File: src/rtl/spi_regfile_sync_if.sv
// rtl/spi_regfile_sync_if.sv - SPI-side memory bus between the SPI peripheral and the register file
interface spi_regfile_sync_if #(
  parameter int AWIDTH = 3,
  parameter int WIDTH  = 32
);
  logic [AWIDTH-1:0]  spi_addr;
  logic               spi_we;
  logic [WIDTH-1:0]   spi_wdata;
  logic [WIDTH/8-1:0] spi_wmask;
  logic [WIDTH-1:0]   spi_rdata;

  modport master (
    output spi_addr, spi_we, spi_wdata, spi_wmask,
    input  spi_rdata
  );

  modport slave (
    input  spi_addr, spi_we, spi_wdata, spi_wmask,
    output spi_rdata
  );
endinterface

File: src/rtl/spi_regfile_sync.sv
// rtl/spi_regfile_sync.sv - SCK-to-clk synchronised byte-masked register file for the DVS core
// Optional read-only status word at NUM_REGS-1 when RF_STATUS_REG_EN is defined.
module spi_regfile_sync #(
  parameter int AWIDTH      = 3,
  parameter int WIDTH       = 32,
  parameter int NUM_REGS    = 8,
  parameter int SYNC_STAGES = 2
) (
  input  logic                      clk,
  input  logic                      rst_n,
  spi_regfile_sync_if.slave         bus,
  output logic [NUM_REGS*WIDTH-1:0] cfg_regs,
  output logic                      cfg_update,
  output logic [AWIDTH-1:0]         cfg_update_idx,
  output logic                      err_oob,
  input  logic [WIDTH-1:0]          status_in
);

  localparam int                NB         = WIDTH / 8;
  localparam logic [AWIDTH:0]   NUM_REGS_W = (AWIDTH + 1)'(NUM_REGS);
  localparam logic [AWIDTH-1:0] LAST_IDX   = AWIDTH'(NUM_REGS - 1);

  typedef enum logic [1:0] {
    IDLE     = 2'd0,
    COMMIT   = 2'd1,
    WAIT_LOW = 2'd2
  } state_t;

  state_t state, state_next;

  logic [SYNC_STAGES-1:0] we_sync;
  logic                   we_s;
  logic                   we_d;
  logic [AWIDTH-1:0]      addr_sync [SYNC_STAGES];
  logic [AWIDTH-1:0]      addr_s;

  logic [AWIDTH-1:0]      hold_addr;
  logic [WIDTH-1:0]       hold_data;
  logic [NB-1:0]          hold_mask;

  logic [WIDTH-1:0]       regs [NUM_REGS];
  logic [WIDTH-1:0]       rdata_next;

  logic                   capture;
  logic                   commit_wr;
  logic                   commit_pulse;
  logic                   oob_set;
  logic                   hold_in_range;
  logic                   hold_is_status;

  assign we_s   = we_sync[SYNC_STAGES-1];
  assign addr_s = addr_sync[SYNC_STAGES-1];

  // Address is quasi-static during a frame, so a plain per-bit chain suffices.
  always_ff @(posedge clk or negedge rst_n) begin
    if (!rst_n) begin
      we_sync <= '0;
      we_d    <= 1'b0;
      for (int i = 0; i < SYNC_STAGES; i++) addr_sync[i] <= '0;
    end else begin
      we_sync      <= {we_sync[SYNC_STAGES-2:0], bus.spi_we};
      we_d         <= we_s;
      addr_sync[0] <= bus.spi_addr;
      for (int i = 1; i < SYNC_STAGES; i++) addr_sync[i] <= addr_sync[i-1];
    end
  end

  assign hold_in_range = ({1'b0, hold_addr} < NUM_REGS_W);
`ifdef RF_STATUS_REG_EN
  assign hold_is_status = (hold_addr == LAST_IDX);
`else
  assign hold_is_status = 1'b0;
`endif

  always_ff @(posedge clk or negedge rst_n) begin
    if (!rst_n) state <= IDLE;
    else        state <= state_next;
  end

  always_comb begin
    state_next   = state;
    capture      = 1'b0;
    commit_wr    = 1'b0;
    commit_pulse = 1'b0;
    oob_set      = 1'b0;
    case (state)
      IDLE: begin
        if (we_s && !we_d) begin
          capture    = 1'b1;
          state_next = COMMIT;
        end
      end
      COMMIT: begin
        state_next = WAIT_LOW;
        if (hold_in_range) begin
          commit_pulse = 1'b1;
          commit_wr    = !hold_is_status;
        end else begin
          oob_set = 1'b1;
        end
      end
      WAIT_LOW: begin
        if (!we_s) state_next = IDLE;
      end
      default: state_next = IDLE;
    endcase
  end

  always_ff @(posedge clk or negedge rst_n) begin
    if (!rst_n) begin
      hold_addr      <= '0;
      hold_data      <= '0;
      hold_mask      <= '0;
      cfg_update     <= 1'b0;
      cfg_update_idx <= '0;
      err_oob        <= 1'b0;
      for (int i = 0; i < NUM_REGS; i++) regs[i] <= '0;
    end else begin
      if (capture) begin
        hold_addr <= bus.spi_addr;
        hold_data <= bus.spi_wdata;
        hold_mask <= bus.spi_wmask;
      end
      if (commit_wr) begin
        for (int b = 0; b < NB; b++) begin
          if (hold_mask[b]) regs[hold_addr][8*b +: 8] <= hold_data[8*b +: 8];
        end
      end
      cfg_update <= commit_pulse;
      if (commit_pulse) cfg_update_idx <= hold_addr;
      if (oob_set)      err_oob        <= 1'b1;
    end
  end

  always_comb begin
    rdata_next = '0;
    if ({1'b0, addr_s} < NUM_REGS_W) begin
      rdata_next = regs[addr_s];
`ifdef RF_STATUS_REG_EN
      if (addr_s == LAST_IDX) rdata_next = status_in;
`endif
    end
  end

  always_ff @(posedge clk or negedge rst_n) begin
    if (!rst_n) bus.spi_rdata <= '0;
    else        bus.spi_rdata <= rdata_next;
  end

  for (genvar i = 0; i < NUM_REGS; i++) begin : g_cfg
`ifdef RF_STATUS_REG_EN
    if (i == NUM_REGS - 1) begin : g_status
      assign cfg_regs[i*WIDTH +: WIDTH] = status_in;
    end else begin : g_rw
      assign cfg_regs[i*WIDTH +: WIDTH] = regs[i];
    end
`else
    assign cfg_regs[i*WIDTH +: WIDTH] = regs[i];
`endif
  end

`ifndef RF_STATUS_REG_EN
  logic unused_status;
  assign unused_status = ^status_in;
`endif

endmodule

File: src/flat_wrapper.sv
// flat-port wrapper written by rule: the top's interface ports become plain ports
module spi_regfile_sync_flat 
#(
  parameter int AWIDTH      = 3,
  parameter int WIDTH       = 32,
  parameter int NUM_REGS    = 8,
  parameter int SYNC_STAGES = 2
)
  (clk, rst_n, cfg_regs, cfg_update, cfg_update_idx, err_oob, status_in, bus_spi_addr, bus_spi_we, bus_spi_wdata, bus_spi_wmask, bus_spi_rdata);
  spi_regfile_sync_if #(.AWIDTH(AWIDTH), .WIDTH(WIDTH)) bus_i ();
  input  logic clk;
  input  logic rst_n;
  output logic [NUM_REGS*WIDTH-1:0] cfg_regs;
  output logic cfg_update;
  output logic [AWIDTH-1:0] cfg_update_idx;
  output logic err_oob;
  input  logic [WIDTH-1:0] status_in;
  input wire logic [$bits(bus_i.spi_addr)-1:0] bus_spi_addr;
  input wire logic [$bits(bus_i.spi_we)-1:0] bus_spi_we;
  input wire logic [$bits(bus_i.spi_wdata)-1:0] bus_spi_wdata;
  input wire logic [$bits(bus_i.spi_wmask)-1:0] bus_spi_wmask;
  output wire logic [$bits(bus_i.spi_rdata)-1:0] bus_spi_rdata;
  assign bus_i.spi_addr = bus_spi_addr;
  assign bus_i.spi_we = bus_spi_we;
  assign bus_i.spi_wdata = bus_spi_wdata;
  assign bus_i.spi_wmask = bus_spi_wmask;
  assign bus_spi_rdata = bus_i.spi_rdata;
  spi_regfile_sync #(.AWIDTH(AWIDTH), .WIDTH(WIDTH), .NUM_REGS(NUM_REGS), .SYNC_STAGES(SYNC_STAGES)) u_core (.clk(clk), .rst_n(rst_n), .bus(bus_i), .cfg_regs(cfg_regs), .cfg_update(cfg_update), .cfg_update_idx(cfg_update_idx), .err_oob(err_oob), .status_in(status_in));
endmodule
File: config.mk
export PLATFORM = sky130hd
export DESIGN_NAME = spi_regfile_sync_flat
export DESIGN_NICKNAME = d
export VERILOG_FILES = /design/src/rtl/spi_regfile_sync_if.sv /design/src/rtl/spi_regfile_sync.sv /design/src/flat_wrapper.sv
export SDC_FILE = /design/constraint.sdc
export NUM_CORES = 1
export LEC_CHECK = 0
export ABC_CLOCK_PERIOD_IN_PS = 2300
export BUFFER_PORTS_ARGS = -buffer_cell sky130_fd_sc_hd__buf_2
export CORE_ASPECT_RATIO = 1.4
export CORE_MARGIN = 1.5
export CORE_UTILIZATION = 53
export DETAILED_ROUTE_END_ITERATION = 12
export PLACE_DENSITY = 0.86
export SLEW_MARGIN = 15
export SYNTH_ARGS = -nofsm -noshare
export SYNTH_HDL_FRONTEND = slang
export SYNTH_SLANG_ARGS = --single-unit
File: constraint.sdc
create_clock -name clk -period 2.3 [get_ports clk]
set_input_delay 0.46 -clock clk [delete_from_list [all_inputs] [get_ports clk]]
set_output_delay 0.46 -clock clk [all_outputs]
set_load 0.02 [all_outputs]
==> results of run 1 <==
[what timing repair did]
item,4_1_cts,5_1_grt
setup endpoints to repair,0,0
hold buffers,1,0
endpoints found under the hold margin,46,0
[report_power, final]
group | internal [mW] | total (mW) | switching, mW
clock network | 3.29 | 5.55 | 2.27
logic | 4.37 | 9.78 | 5.41
registers | 8.59 | 10.8 | 2.18
total | 16.2 | 26.1 | 9.86
[worst max-delay path, stage by stage, from the launching register on]
cell and delay (ps):
dfrtp_1 450, buf_4 210, nor2_1 360, nand2b_1 430, mux2_2 400
[final timing paths]
check	endpoint	slack [ps]	depth (start not counted)
worst max register to register	u_core.cfg_regs[154]	310	4
worst min-delay path	u_core.we_sync[0]	60	1
max in group asynchronous	u_core.cfg_regs[76]	1040	3
min in group asynchronous	u_core.bus.spi_rdata[6]	480	2
worst min register to register	u_core.addr_s[1]	350	0
worst max-delay path	u_core.cfg_regs[154]	310	4
[stage by stage]
step | instances | utilization | cell area [sq um] | setup slack [ps] | total power, mW
final | 1585 | 0.665 | 17800 | 312 | 26.1
after global routing | 1583 | 0.664 | 17800 | 201 | 27.3
after CTS | 1580 | 0.664 | 17800 | 289 | 26.3
after detailed placement | 1522 | 0.622 | 16700 | 317 | 20.6
after global placement | 1522 | 0.622 | 16700 | 336 | 20.2
after floorplan | 831 | - | 14400 | 679 | 16.7
[cells by family (layout without fill, tap and decap cells)]
kind of cell  after synthesis  after routing  synth area share
simple gates               59             59            0.0359
flops                     342            342             0.594
buf+inv                    38            422            0.0147
mux                       391            391             0.355
other cells                 1              6          0.000260
[cells in the mapped netlist (all sizes together)]
library cell / n / area (sq um)
nand2b: 4 / 25.0
nand4b: 4 / 95.1
and4bb: 4 / 50.1
nor4b: 1 / 15.0
nor3: 3 / 48.8
mux4: 64 / 1440
buf: 31 / 184
clkbuf: 6 / 23.8
nor2b: 5 / 31.3
inv: 1 / 3.75
nand3b: 1 / 7.51
nor2: 13 / 119
dfrtp: 342 / 8560
mux2: 327 / 3680
nand2: 23 / 109
conb: 1 / 3.75
nand3: 1 / 17.5
[area by class of cell]
cell class | count | area (sq um)
flip-flops and latches | 342 | 8560
clock inverters | 7 | 97.6
repair buffers | 364 | 2020
inverters | 1 | 3.75
diodes | 5 | 12.5
multi-input cells | 451 | 5650
fillers | 1939 | 9000
well taps | 365 | 457
clock buffers | 50 | 1010
[metal layers]
layer | up-vias | global-route usage | routed length (um)
met5 | - | 0 | 13
met4 | 2 | 0.123 | 1770
met3 | 104 | 0.0496 | 1850
met2 | 315 | 0.452 | 19200
met1 | 4739 | 0.317 | 14000
li1 | 3822 | - | -
[flip-flops by register name, indices dropped and copies added, names as in the netlist, 2 cells and up]
name                   cells
u_core.cfg_regs          256
u_core.bus.spi_rdata      32
u_core.hold_data          32
u_core.hold_mask           4
u_core.addr_s              3
u_core.addr_sync           3
u_core.cfg_update_idx      3
u_core.hold_addr           3
u_core.state               2
u_core.we_sync             2
==> impl_results.md, run 1 <==
* Layout Area Growth over Synthesis at 23.7%
* HP Start: bus_spi_we
* GPL Wtd Cong at 0.815
* Initial core utilization at 0.537
* Yosys cell types at 26
* Unrepaired setup endpoints after global routing: false
* First-pass GRT wire length at 55.1 mm
* FMAX at 0.503 GHz
* Syn Inst Count at 831
* Largest net degree at the start of global routing at 74
* Grt total ovfl at 0
* CP Data Required Time at 2680 ps
* Maximum vdd ir drop at 0.00104 V
* Final Net Count at 1268
* Slew @ Worst Pin at 599 ps
* Worst hold margin at 64.9 ps
* IO Pins at 367
* Final period utilization at 0.864
* Synth Register Bits at 342
* CP endpoint kind: flip-flop
* Routed vias at 8982
* Setup bufs post-CTS at 0
* Die extent in x at 142 um
* Clock sink total at 342
* Final setup TNS at 0 ps
* DRC at 0
* Outcome: complete, no violations
* Routed wire length at about 37 mm
* CTS Buf Count at 34
* Most frequent cells in the layout: dfrtp_1, buf_2, mux2_2
* Root buffer cell: clkbuf_16
* H-tree levels at 2
* Critical Path Source: u_core.hold_addr[0]
* Hold WC Path Type: in -> reg
* Cell Rows at 71
* Ys Warns at 0
* Clock Path Buffers at 3
* Crit path kind: reg -> reg
* Post-DP HPWL at 24.8 mm
* Slew Viols, Final at 0
* Core area at 26800 sq um
* Die Height at ~200 um
* Initial antenna violation count at 6
* Pre-Repair DR Iteration Count at 4
* Max Clock Skew at 12.1 ps
* Worst-Skew Late Latency at 510 ps
* Most common cell after layout, fill and taps aside: dfrtp_1
* CP arrival at 2370 ps
* Number of I/O port buffers at 333
* Post-CTS sizing at 0
* Number of vias per cell at 5.67
* Startpoint type of the worst setup path: flip-flop
* Final worst path period need at approximately 2000 ps
* Final setup fails at 0
* DIE AREA at 28200 sq um
* Worst Path Max Fanout at 8
* CTS clk-pin slew, worst paths at 70 ps
* Layout cell share with drive strength beyond 1 at 0.684
* Syn avg cell area at 17.3 sq um
* DR iter-0 viols at between 300 and 400
* MaxCap Viol Count at 0
* Seq/Total Area, Yosys at 0.594
* Relative slew margins at 0.601
* Tot GR Track Use at 0.262
* CTS tree: built
* Leak pwr at 9.15 nW
* Cell area after synthesis at 14400 sq um
* Syn nets at 905
* Drt wl/cell at roughly 23 um
* Antenna Nets Post-Route at 0
* Vias in the first global route at 9272
* Hold Vio Cnt, Final at 0
* Reg-to-Reg Start: u_core.hold_addr[0]
* PwrDens at 1460 nW/um^2
No activity file was read; power rests on OpenSTA's default activity.
==> run 2: changes to the inputs <==
--- a/config.mk
+++ b/config.mk
@@ -11,6 +11,7 @@
 export CORE_MARGIN = 1.5
 export CORE_UTILIZATION = 53
 export DETAILED_ROUTE_END_ITERATION = 12
+export GPL_TIMING_DRIVEN = 0
 export PLACE_DENSITY = 0.86
 export SLEW_MARGIN = 15
 export SYNTH_ARGS = -nofsm -noshare
==> impl_results.md, run 2 (same netlist as run 1, synthesis figures left out) <==
* Worst hold margin at 44.1 ps
* Fill cell count at 1926
* Die extent in x at 142 um
* Final worst slack at 58.7 ps
* Relative slew margins at 0.341
* PwrDens at 1470 nW/um^2
* Crit path largest cell delay at 740 ps
* Final setup fails at 0
* Clock sink total at approximately 340
* Final worst path period need at about 2200 ps
* First-pass GRT wire length at 57.5 mm
* Final Net Count at 1279
* Hold Vio Cnt, Final at 0
* Pre-Repair DR Iteration Count at 4
* Crit path kind: reg -> reg
* Drt wl/cell at 24.3 um
* Hold WC Path Type: in -> reg
* Antenna Nets Post-Route at 0
* CP Cell Sequence: clkbuf_2, clkdlybuf4s15_1, mux4_2, mux2_2
* FMAX at 0.446 GHz
* Finished Layout Cells at 1599
* MaxCap Viol Count at 0
* Cells after DPL at about 1500
* H-tree levels at 2
* Final setup TNS at 0 ps
* Post-Place Setup Slack at 48.2 ps
* CTS Buf Count at 34
* Worst Path Max Fanout at 10
* DRC at 0
* Maximum vdd ir drop at 0.000867 V
* Worst-Skew Late Latency at 520 ps
* Number of I/O port buffers at 333
* Initial antenna violation count at 7
* CTS tree: built
* Initial core utilization at 0.537
* Core area at 26800 sq um
* Slew Viols, Final at 0
* Post-DP HPWL at 26.1 mm
* Layout Area Growth over Synthesis at 23.6%
* Core Util, Final at 0.664
* Final period utilization at 0.974
* Startpoint type of the worst setup path: flip-flop
* CP arrival at 2630 ps
* DR iter-0 viols at 450
* CTS clk-pin slew, worst paths at 60 ps
* Unrepaired setup endpoints after global routing: false
* Worst path slowest cell: clkdlybuf4s15_1
* Outcome: complete, no violations
* Leak pwr at 9.17 nW
* Routed vias at about 9000
* Most frequent cells in the layout: buf_2, dfrtp_1, mux2_2
* Tot GR Track Use at 0.277
* CP endpoint kind: flip-flop
* GPL Wtd Cong at roughly 0.79
* Die Height at 198 um
* Root buffer cell: clkbuf_16
* DIE AREA at 28200 sq um
* Worst Reg-to-Reg Cells at 4
* Slew @ Worst Pin at 989 ps
* Max FFs per register at 256
* Clock Path Buffers at 3
* Vias in the first global route at 9522
* CP Data Required Time at approximately 2700 ps
* Number of vias per cell at 5.66
* Layout cell share with drive strength beyond 1 at 0.676
* Largest net degree at the start of global routing at 104
* Max Clock Skew at about 14 ps
* IO Pins at 367
* Grt total ovfl at 0
* Routed wire length at 38.8 mm
* Hold Path Cell Cnt at 1
* Most common cell after layout, fill and taps aside: buf_2
* Cell Rows at 71
## run 2: metal layers
metal | routed length, um | vias up | share of wire | track usage
li1 | - | 3855 | - | -
met1 | 14600 | 4751 | 0.38 | 0.334
met5 | 0 | - | 0 | 0
met3 | 1990 | 115 | 0.051 | 0.0498
met2 | 20200 | 323 | 0.52 | 0.471
met4 | 1970 | 0 | 0.051 | 0.151
## run 2: report_power, final
| part | switching (mW) | internal [mW] | leakage, nW |
|---|---|---|---|
| registers | 2.07 | 8.59 | 4.49 |
| clock network | 2.27 | 3.34 | 0.556 |
| logic | 5.58 | 4.39 | 4.12 |
| total | 9.92 | 16.3 | 9.17 |
## run 2: area by class of cell
| type | count | area [sq um] | share of cell area |
|---|---|---|---|
| flip-flops and latches | 342 | 8560 | 0.480 |
| multi-input cells | 451 | 5650 | 0.317 |
| repair buffers | 338 | 1800 | 0.101 |
| clock buffers | 51 | 1040 | 0.0583 |
| well taps | 365 | 457 | 0.0256 |
| plain buffers | 37 | 214 | 0.0120 |
| clock inverters | 7 | 85.1 | 0.00477 |
| diodes | 7 | 17.5 | 0.000983 |
| inverters | 1 | 3.75 | 0.000211 |
## run 2: worst paths after layout
path	end	from	slack (ps)
worst max-delay path	u_core.bus.spi_rdata[18]	u_core.addr_s[2]	60
worst min-delay path	u_core.we_sync[0]	bus_spi_we	40
worst max register to register	u_core.bus.spi_rdata[18]	u_core.addr_s[2]	60
worst min register to register	u_core.addr_s[0]	u_core.addr_sync[3]	350
max in group asynchronous	u_core.cfg_regs[189]	rst_n	410
min in group asynchronous	u_core.hold_data[6]	rst_n	450
## run 2: worst max-delay path, delay by kind of cell, from the launching register on
kind,cells,cell delay [ps]
buffers and inverters,2,1050
flip-flops,1,320
multiplexers,2,730
## run 2: repair_timing
item                                   CTS  global route
hold buffers                             1             0
setup buffers                            0             0
endpoints found under the hold margin   71             0
setup endpoints to repair                0            83
gates resized for setup                  0             2
## run 2: through the flow
step	area (sq um)	total power [mW]
6_report	17800	26.2
5_1_grt	17800	27.4
4_1_cts	17800	26.4
3_5_place_dp	16600	20.7
3_3_place_gp	16500	20.3
2_1_floorplan	14400	16.7
==> run 3: changes to the inputs <==
--- a/config.mk
+++ b/config.mk
@@ -8,7 +8,6 @@
 export ABC_CLOCK_PERIOD_IN_PS = 2300
 export BUFFER_PORTS_ARGS = -buffer_cell sky130_fd_sc_hd__buf_2
 export CORE_ASPECT_RATIO = 1.4
-export CORE_MARGIN = 1.5
 export CORE_UTILIZATION = 53
 export DETAILED_ROUTE_END_ITERATION = 12
 export GPL_TIMING_DRIVEN = 0
==> constraint.sdc (replaced) <==
create_clock -name clk -period 2.3 [get_ports clk]
set_input_delay 0.345 -clock clk [delete_from_list [all_inputs] [get_ports clk]]
set_output_delay 0.345 -clock clk [all_outputs]
set_load 0.02 [all_outputs]
==> impl_results.md, run 3 (same netlist as run 1, synthesis figures left out) <==
* Most frequent cells in the layout: buf_2, dfrtp_1, mux2_2
* Max Clock Skew at between 6 and 7 ps
* Die Height at between 150 and 200 um
* H-tree levels at 2
* Hold WC Path Type: in -> reg
* Post-DP HPWL at 25.7 mm
* FMAX at 0.457 GHz
* Antenna Nets Post-Route at 0
* Final Net Count at 1282
* Outcome: complete, no violations
* PwrDens at 1470 nW/um^2
* Largest net degree at the start of global routing at 109
* Met3 usage at 0.0478
* Slew @ Worst Pin at between 900 and 1000 ps
* Layout Area Growth over Synthesis at 23.7%
* Routed wire length at 37.6 mm
* Root buffer cell: clkbuf_16
* DIE AREA at 27900 sq um
* Die extent in x at between 100 and 150 um
* Max FFs per register at 256
* Crit path kind: reg -> reg
* MaxCap Viol Count at 0
* Layout cell share with drive strength beyond 1 at 0.675
* Final period utilization at 0.952
* Worst path slowest cell: buf_1
* Cell Rows at 71
* Drt wl/cell at 23.5 um
* Worst-Skew Late Latency at around 510 ps
* Routed vias at around 9000
* Worst Path Max Fanout at 10
* Leak pwr at 9.17 nW
* Number of vias per cell at between 5 and 6
* Most common cell after layout, fill and taps aside: buf_2
* Pre-Repair DR Iteration Count at 5
* Slew Viols, Final at 0
* IO Pins at 367
* First-pass GRT wire length at 56.6 mm
* Final setup TNS at 0 ps
* Hold Vio Cnt, Final at 0
* CP endpoint kind: flip-flop
* Setup bufs post-CTS at 0
* Grt total ovfl at 0
* Unrepaired setup endpoints after global routing: false
* CP Data Required Time at between 2000 and 3000 ps
* CTS clk-pin slew, worst paths at 60 ps
* Tot GR Track Use at 0.275
* Initial antenna violation count at 5
* Busiest layer in global routing: met2
* Core Util, Final at 0.665
* Crit path largest cell delay at 730 ps
* Maximum vdd ir drop at between 0.0007 and 0.0008 V
* CP Cell Sequence: clkbuf_2, buf_1, mux4_2, mux2_2
* Clock Path Buffers at 3
* DRC at 0
* Top delay family on crit path: buffers and inverters
* Final worst path period need at 2190 ps
* CP arrival at 2590 ps
* Clock sink total at 342
* Vias in the first global route at 9392
* Total Power at 26.2 mW
* Final setup fails at 0
* Worst path bufs/invs at 2
* CTS Buf Count at 34
* Met2 Resource Use GR at 0.476
* Relative slew margins at 0.383
* DR iter-0 viols at 408
* GPL Wtd Cong at 0.781
* Startpoint type of the worst setup path: flip-flop
* CTS tree: built
* Core area at 26800 sq um
* Initial core utilization at 0.537
* Global-route track usage on met1 at 0.341
* Number of I/O port buffers at 333
-- run 3: cell types whose count changed in the layout (fill, tap and decap cells not counted), moves of 2 or more --
cell / previous run / this run
dlygate4sd3_1: 1 / 5
clkbuf_1: 13 / 11
clkbuf_8: 6 / 9
clkinv_2: 5 / 3
clkinv_4: 0 / 3
diode_2: 7 / 4
-- run 3: metrics by stage --
step	setup slack (ps)	instance area, sq um	hold slack (ps)	std cells
floorplan	679	14400	49.4	831
global placement	-5450	16500	332	1529
detailed placement	122	16600	274	1532
CTS	116	17800	31.8	1596
global route	26.6	17800	46.9	1599
finish	110	17800	46.2	1600
-- run 3: final timing paths --
check / from / endpoint / slack [ps] / cells after the start
worst min register to register: u_core.addr_sync[3] / u_core.addr_s[0] / 350 / 0
worst min-delay path: bus_spi_wdata[0] / u_core.hold_data[0] / 50 / 2
min in group asynchronous: rst_n / u_core.bus.spi_rdata[17] / 320 / 2
max in group asynchronous: rst_n / u_core.cfg_regs[12] / 680 / 4
worst max-delay path: u_core.addr_s[2] / u_core.bus.spi_rdata[22] / 110 / 4
worst max register to register: u_core.addr_s[2] / u_core.bus.spi_rdata[22] / 110 / 4
-- run 3: routing by layer --
metal / vias to the layer above / wire length (um)
met1: 4727 / 14500
li1: 3852 / -
met2: 323 / 19800
met4: 2 / 1450
met3: 101 / 1850
met5: - / 8
-- run 3: worst register-to-register path, delay by kind of cell, from the launching register on --
family | cells | cell delay, ps
mux | 2 | 710
buf+inv | 2 | 1050
flops | 1 | 320
-- run 3: final cells by class --
cell class                      count  area [sq um]
Buffer                             37           208
Clock inverter                      7          71.3
Sequential cell                   342          8560
Antenna cell                        4          10.0
Inverter                            1          3.75
Clock buffer                       52          1070
Multi-Input combinational cell    451          5650
Tap cell                          365           457
Fill cell                        1949          8990
Timing Repair Buffer              341          1810
-- run 3: timing repair --
item	CTS	global route
setup endpoints to repair	0	0
hold endpoints to repair	52	0
hold buffers	5	0
gates resized for setup	0	0
-- run 3: report_power, final --
| group | switching (mW) | internal (mW) |
|---|---|---|
| Clock | 2.28 | 3.33 |
| Sequential | 2.08 | 8.59 |
| Combinational | 5.51 | 4.39 |
| Total | 9.87 | 16.3 |
